[src/rtl/vend_credit_controller.sv]
// Vending machine credit FSM: accepts coins, holds the credit code in 5-cent units,
// sequences a timed vend and a one-nickel-per-cycle change return.
module vend_credit_controller #(
    parameter int unsigned PRICE_UNITS = 7,
    parameter int unsigned MAX_UNITS   = 12,
    parameter int unsigned VEND_CYCLES = 4
) (
    input  logic       clk,
    input  logic       rst,
    input  logic       coin_valid,
    input  logic [1:0] coin_type,
    input  logic       select,
    input  logic       cancel,
    output logic [3:0] credit,
    output logic       coin_reject,
    output logic       dispense,
    output logic       change_nickel,
    output logic       busy
);

    localparam int unsigned CW = (VEND_CYCLES > 1) ? $clog2(VEND_CYCLES) : 1;
    localparam logic [3:0] PRICE = 4'(PRICE_UNITS);
    localparam logic [4:0] MAX   = 5'(MAX_UNITS);

    typedef enum logic [1:0] {
        IDLE,
        ACCUM,
        VEND,
        REFUND
    } state_t;

    state_t        state, state_n;
    logic [3:0]    credit_n;
    logic [CW-1:0] cnt, cnt_n;
    logic          reject_n, dispense_n, change_n, busy_n;
    logic [2:0]    coin_value;
    logic [4:0]    sum;

    always_comb begin
        case (coin_type)
            2'b00:   coin_value = 3'd1;
            2'b01:   coin_value = 3'd2;
            2'b10:   coin_value = 3'd5;
            default: coin_value = 3'd0;
        endcase
    end

    assign sum = {1'b0, credit} + {2'b00, coin_value};

    always_comb begin
        state_n    = state;
        credit_n   = credit;
        cnt_n      = cnt;
        reject_n   = 1'b0;
        dispense_n = 1'b0;
        change_n   = 1'b0;
        case (state)
            IDLE, ACCUM: begin
                if (cancel) begin
                    // A cancel swallows any coin that cycle, even at zero credit
                    reject_n = coin_valid;
                    if (credit != '0) begin
                        state_n  = REFUND;
                        change_n = 1'b1;
                    end
                end else if (select && (credit >= PRICE)) begin
                    reject_n   = coin_valid;
                    credit_n   = credit - PRICE;
                    state_n    = VEND;
                    dispense_n = 1'b1;
                    cnt_n      = CW'(VEND_CYCLES - 1);
                end else if (coin_valid) begin
                    if ((coin_type != 2'b11) && (sum <= MAX)) begin
                        credit_n = sum[3:0];
                        state_n  = ACCUM;
                    end else begin
                        reject_n = 1'b1;
                    end
                end
            end
            VEND: begin
                reject_n = coin_valid;
                if (cnt == '0) begin
                    if (credit != '0) begin
                        state_n  = REFUND;
                        change_n = 1'b1;
                    end else begin
                        state_n = IDLE;
                    end
                end else begin
                    cnt_n      = cnt - 1'b1;
                    dispense_n = 1'b1;
                end
            end
            REFUND: begin
                // The pulse shown alongside credit N pays out that unit; the decrement lands at the same edge
                reject_n = coin_valid;
                if (credit <= 4'd1) begin
                    credit_n = '0;
                    state_n  = IDLE;
                end else begin
                    credit_n = credit - 1'b1;
                    change_n = 1'b1;
                end
            end
            default: state_n = IDLE;
        endcase
        busy_n = (state_n == VEND) || (state_n == REFUND);
    end

    always_ff @(posedge clk) begin
        if (rst) begin
            state         <= IDLE;
            credit        <= '0;
            cnt           <= '0;
            coin_reject   <= 1'b0;
            dispense      <= 1'b0;
            change_nickel <= 1'b0;
            busy          <= 1'b0;
        end else begin
            state         <= state_n;
            credit        <= credit_n;
            cnt           <= cnt_n;
            coin_reject   <= reject_n;
            dispense      <= dispense_n;
            change_nickel <= change_n;
            busy          <= busy_n;
        end
    end

endmodule

[config.mk]
export PLATFORM = sky130hd
export DESIGN_NAME = vend_credit_controller
export DESIGN_NICKNAME = d
export VERILOG_FILES = /design/src/rtl/vend_credit_controller.sv
export SDC_FILE = /design/constraint.sdc
export NUM_CORES = 1
export LEC_CHECK = 0
export BUFFER_PORTS_ARGS = -buffer_cell sky130_fd_sc_hd__buf_4
export CORE_MARGIN = 5
export CORE_UTILIZATION = 49
export CTS_CLUSTER_SIZE = 28
export DETAILED_ROUTE_END_ITERATION = 6
export HOLD_SLACK_MARGIN = 0.1
export PLACE_DENSITY_LB_ADDON = 0.05
export RECOVER_POWER = 25
export SKIP_CTS_REPAIR_TIMING = 1
export SLEW_MARGIN = 40
export SYNTH_ARGS = -nofsm -noshare
export SYNTH_HDL_FRONTEND = slang
export SYNTH_SLANG_ARGS = --single-unit
export TNS_END_PERCENT = 5
[constraint.sdc]
create_clock -name clk -period 2.25 [get_ports clk]
set_input_delay 0.3375 -clock clk [delete_from_list [all_inputs] [get_ports clk]]
set_output_delay 0.3375 -clock clk [all_outputs]
set_load 0.005 [all_outputs]
## Word level (Yosys, flattened, before mapping)

Cells that the tools add are included.

- Reduce and logical (&&, ||, !) cells: 13
- $add $sub $neg: 4
- Mux-type cells: 34
- Order comparisons: 3
- Equal/unequal tests: 13

Operators with widths:

| kind | count |
|---|---|
| 2-bit 2-to-1 mux | 11 |
| 4-bit 2-to-1 mux | 5 |
| 1-bit 2-to-1 mux | 11 |
| 2-bit equality test (second input constant) | 5 |
| 3-bit case mux with 3 select lines | 1 |
| 2-bit != test (second input constant) | 4 |
| 4-bit case mux with 2 select lines | 1 |
| 4-bit AND reduction | 2 |
| 2-bit zero test | 3 |
| 3-bit != test (second input constant) | 2 |
| 2-bit case mux with 3 select lines | 1 |
| 4-bit by 3-bit adder with 5-bit output | 1 |
| 5-bit by 4-bit less-or-equal comparator with 1-bit output (second input constant) | 1 |
| 2-bit by 1-bit equality test with 1-bit output (second input constant) | 2 |
| 4-bit by 3-bit >= comparator with 1-bit output (second input constant) | 1 |
| 4-bit by 1-bit less-or-equal comparator with 1-bit output (second input constant) | 1 |
| 1-bit case mux with 2 select lines | 2 |
| 2-bit case mux with 2 select lines | 1 |
| 2-bit nonzero test | 2 |
| 4-bit nonzero test | 1 |
| 2-bit OR reduction | 2 |
| 4-bit by 1-bit subtractor with 4-bit output (second input constant) | 1 |
| 4-bit by 3-bit subtractor with 4-bit output (second input constant) | 1 |
| 1-bit case mux with 3 select lines | 1 |
| 3 further kinds | 4 |

- Input bits: 7
- Output and inout port bits: 8
- Register bits: 12

## Longest topological paths before layout

- Depth after elaboration: 12
- Gate-level depth with buffers: 10
- Mapped depth without buffers: 10

## Worst setup path after synthesis

OpenSTA, ideal clock, no wires.

- Kind: flip-flop to flip-flop
- Start: register credit[0]
- End: register credit[2]
- Cell stages (with the launch flop): 10
- Arrival time: 2.184 ns
- Library setup time: 0.117 ns
- Period minus slack after synthesis: 2.302 ns
- Path slack: -0.052 ns
- Cell sequence: dfxtp_1 > ha_1 > inv_1 > fa_1 > nor2b_1 > nor3_1 > mux2_4 > o21ai_4 > o21ai_2 > a32o_1

- Longest elaborated chain between the ends: 6
- Elaborated cells between the ends (all ways): 17
- Classes of those cells: add/sub (3); order compare (3); eq/ne (2); mux (6); reduce/logical (3)

Ends and longest elaborated chain:

| item | RTL line | text |
|---|---|---|
| from (decl) | 14 | `output logic [3:0] credit,` |
| from (signal assigned) | 122 | `credit <= credit_n;` |
| branches (longest 6 deep; another with 4-bit by 3-bit adder with 5-bit output) | - |  |

Several ways; the timed one is not identified. The select of a mux whose other input is x is not followed.
A chain may end at the register's enable or synchronous reset.

## Final worst setup path

Ends and elaborated chain as after synthesis.

==> reports/metrics.json <==
{
  "routing": {
    "postRouteAntennaNets": 0,
    "dr.first_iter.drc_count": 8,
    "post-route-drc-count": 0,
    "routed-via-count": 860,
    "post_drt_wl_per_cell_um": 14.0,
    "detail_route.vias_per_cell": 5.48,
    "routed_wl_um": 2200,
    "detail_route.first_pass.iterations": 5
  },
  "global_routing": {
    "grt_use_total": 0.180,
    "maximum_number_of_pins_on_one_net_before_global_route_repair": 12,
    "total_congestion_overflow_after_global_routing": 0,
    "gr-max-usage-layer": "met2",
    "global_route_wire_length_before_repair_um": 3690,
    "number_of_global_route_vias_before_repair": 824,
    "antenna_found_initial": 0,
    "grt_met1_use": 0.244,
    "grt.met2_usage": 0.269,
    "grtUsageMet3": 0.0627
  },
  "status": {
    "run_status": "completed"
  },
  "sta": {
    "finalSetupViolCount": 0,
    "drv_slew": 0,
    "final.period_utilization": 0.982,
    "fin_worst_hold_slack_ps": 315,
    "tightestPinTransition_ps": 563,
    "slew-limit-headroom": 0.624,
    "timing.final.hold_violations": 0,
    "period_minus_slack_ps": 2210,
    "timing.fmax_mhz": 453,
    "setup_repair_after_global_routing_missed_its_margin": "yes",
    "fin_skew_ps": 3.44
  },
  "synth": {
    "synth.area.top_cells": "sky130_fd_sc_hd__dfxtp_1 (25%), sky130_fd_sc_hd__ha_1 (11%), sky130_fd_sc_hd__nor2_1 (4.6%), sky130_fd_sc_hd__inv_1 (3.8%), sky130_fd_sc_hd__nor2b_1 (3.5%)",
    "synth_top_area_cell": "sky130_fd_sc_hd__dfxtp_1",
    "synth_largest_type_area_fraction": 0.246,
    "synth_enable_flop_cells": 0,
    "syn-num-nets": 121,
    "yosys_most_used_dff": "sky130_fd_sc_hd__dfxtp_1",
    "synth_seq_area_share": 0.246,
    "postSynthRegisterBits": 11,
    "syn-instance-count": 105,
    "synth_warnings": 0,
    "asyncSetResetFlopFracSynth": 0,
    "synth_area_per_cell_um2": 8.52,
    "synth.distinct_cells": 40,
    "syn-cell-area_um2": 895
  },
  "critical_path": {
    "cell_with_the_largest_stage_delay_on_the_worst_path": "sky130_fd_sc_hd__fa_2",
    "worstSetupPathDepth": 9,
    "critical_path_cell_by_cell": "ha_4 -> inv_2 -> fa_2 -> nor2b_4 -> nor3_2 -> mux2_4 -> o21ai_4 -> o21ai_2 -> a32o_1",
    "worst-endpoint-arrival_ps": 2380,
    "cp_bufs_invs": 1,
    "timing.critical_path.max_delay_family": "adder cells",
    "critical_register_to_register_path_startpoint": "credit[0]",
    "critical_path.reg2reg.endpoint": "credit[2]",
    "ff2ff_setup_slack_ps": 40,
    "critical_path_class": "flip-flop to flip-flop",
    "cp.required_ps": 2420,
    "rr_worst_depth": 9,
    "worst_path_largest_cell_delay_ps": 560,
    "cp_startpoint_kind": "flip-flop",
    "critical_path.endpoint_type": "flip-flop",
    "critical_path.max_fanout": 5
  },
  "placement": {
    "place.port_buffers": 14,
    "place_congestion": 0.899,
    "place_hpwl_um": 1660,
    "dpl_cell_area_um2": 1090,
    "place.detailed.instances": 152
  },
  "clock_tree": {
    "cts_root_buffer": "sky130_fd_sc_hd__clkbuf_4",
    "cts_clk_pin_slew_worst_paths_ps": 70,
    "cts_tree": "built",
    "max-clock-path-buffers": 2,
    "h_tree_levels": 1,
    "clock-sinks": 11,
    "clock_insertion_delay_worst_skew_ps": 270,
    "cts_buffers": 3
  },
  "worst_hold_path": {
    "worst_hold_path_type": "input pin to flip-flop",
    "min_path_cells": 2,
    "hold_path.startpoint": "coin_valid",
    "whs_endpoint": "coin_reject"
  },
  "power": {
    "power.switching_fraction": 0.445,
    "net-switching-power_uw": 678,
    "comb_power_share": 0.671,
    "p_leak_uw": 0.000511,
    "seq_power_share": 0.240,
    "worst_ir_drop_vdd_uv": 680,
    "power_density_over_the_cells_nw_per_um2": 1280,
    "report.power.total_uw": 1520,
    "clkPwrFrac": 0.089,
    "internal-power_uw": 845
  },
  "floorplan": {
    "floorplan.initialDensity": 0.518,
    "core_area_um2": 1730,
    "die_h_um": 52.7,
    "pin_count": 15,
    "design.die.area_um2": 2780,
    "die_x_um": 52.7,
    "row_count": 15
  },
  "cells_and_area": {
    "stdcell_count": 157,
    "final_design_area_no_fill_um2": 1190,
    "utilization": 0.691,
    "post_route_cells_drive_above_1_share": 0.364,
    "nNetsFinal": 149,
    "layout.cells.most_common": "sky130_fd_sc_hd__buf_4",
    "flow.area_growth_from_synthesis_pct": 33.4,
    "num_antenna_cells": 0,
    "nFillCells": 161,
    "commonest_non_fill_non_tap_cells_in_the_layout": "sky130_fd_sc_hd__buf_4 (21), sky130_fd_sc_hd__nor2_1 (10), sky130_fd_sc_hd__dfxtp_1 (10)"
  },
  "flow_run": {
    "timing.max_cap.violations": 0
  }
}
[metal layers]
layer	part of all wire	up-vias	wire length [µm]
met2	0.45	24	997
met5	0	-	0
met1	0.50	404	1100
met4	0.0041	0	9
li1	-	430	-
met3	0.042	2	93
[flip-flops by register name, summed over array words and instances (netlist names)]
| register | cells |
|---|---|
| credit | 4 |
| cnt | 2 |
| busy | 1 |
| change_nickel | 1 |
| coin_reject | 1 |
| dispense | 1 |
| state | 1 |
[final cells by class]
type	count	area, µm²	share of cell area
clock buffer	4	26.3	0.0220
sequential	11	221	0.186
multi-input combinational	82	678	0.568
timing repair buffer	26	203	0.170
tap	25	31.3	0.0262
inverter	9	33.8	0.0283
[through the flow]
stage,setup WS (ps),TNS (ps)
2_1_floorplan,10.2,0
3_3_place_gp,-86.0,-210
3_5_place_dp,-163,-573
4_1_cts,-3.23,-3.23
5_1_grt,-44.2,-120
6_report,40.6,0
[logic make-up (layout without fill, tap and decap cells)]
logic type | after synthesis | after routing | synth area share
fa+ha+maj | 9 | 9 | 0.134
buf+inv | 12 | 39 | 0.0601
simple gates | 38 | 38 | 0.222
mux | 1 | 1 | 0.0168
xor+xnor | 4 | 4 | 0.0392
compound gates | 30 | 30 | 0.281
flops | 11 | 11 | 0.246
[power by group through the flow]
| stage | Clock [µW] | Combinational, µW | Sequential (µW) |
|---|---|---|---|
| after detailed placement | 0 | 899 | 362 |
| after floorplan | 0 | 605 | 341 |
| after global routing | 147 | 1130 | 375 |
| after global placement | 0 | 890 | 362 |
| after CTS | 141 | 906 | 359 |
| final | 136 | 1020 | 366 |
[cell usage after synthesis (2+ instances only)]
| cell | number |
|---|---|
| sky130_fd_sc_hd__a211oi_1 | 2 |
| sky130_fd_sc_hd__a21oi_1 | 4 |
| sky130_fd_sc_hd__a31oi_1 | 3 |
| sky130_fd_sc_hd__and2_1 | 3 |
| sky130_fd_sc_hd__dfxtp_1 | 11 |
| sky130_fd_sc_hd__ha_1 | 8 |
| sky130_fd_sc_hd__inv_1 | 9 |
| sky130_fd_sc_hd__nand2_1 | 5 |
| sky130_fd_sc_hd__nand3_1 | 3 |
| sky130_fd_sc_hd__nor2_1 | 11 |
| sky130_fd_sc_hd__nor2b_1 | 5 |
| sky130_fd_sc_hd__nor3_1 | 6 |
| sky130_fd_sc_hd__o21a_1 | 2 |
| sky130_fd_sc_hd__o21ai_0 | 5 |
| sky130_fd_sc_hd__xnor2_1 | 3 |
[how the worst max path moves through the flow]
stage                      start         to
floorplan              credit[1]  credit[2]
global placement    coin_type[0]  credit[2]
detailed placement  coin_type[0]  credit[2]
CTS                    credit[0]  credit[2]
global route           credit[0]  credit[2]
finish                 credit[0]  credit[2]
(Power assumes the default switching activity.)
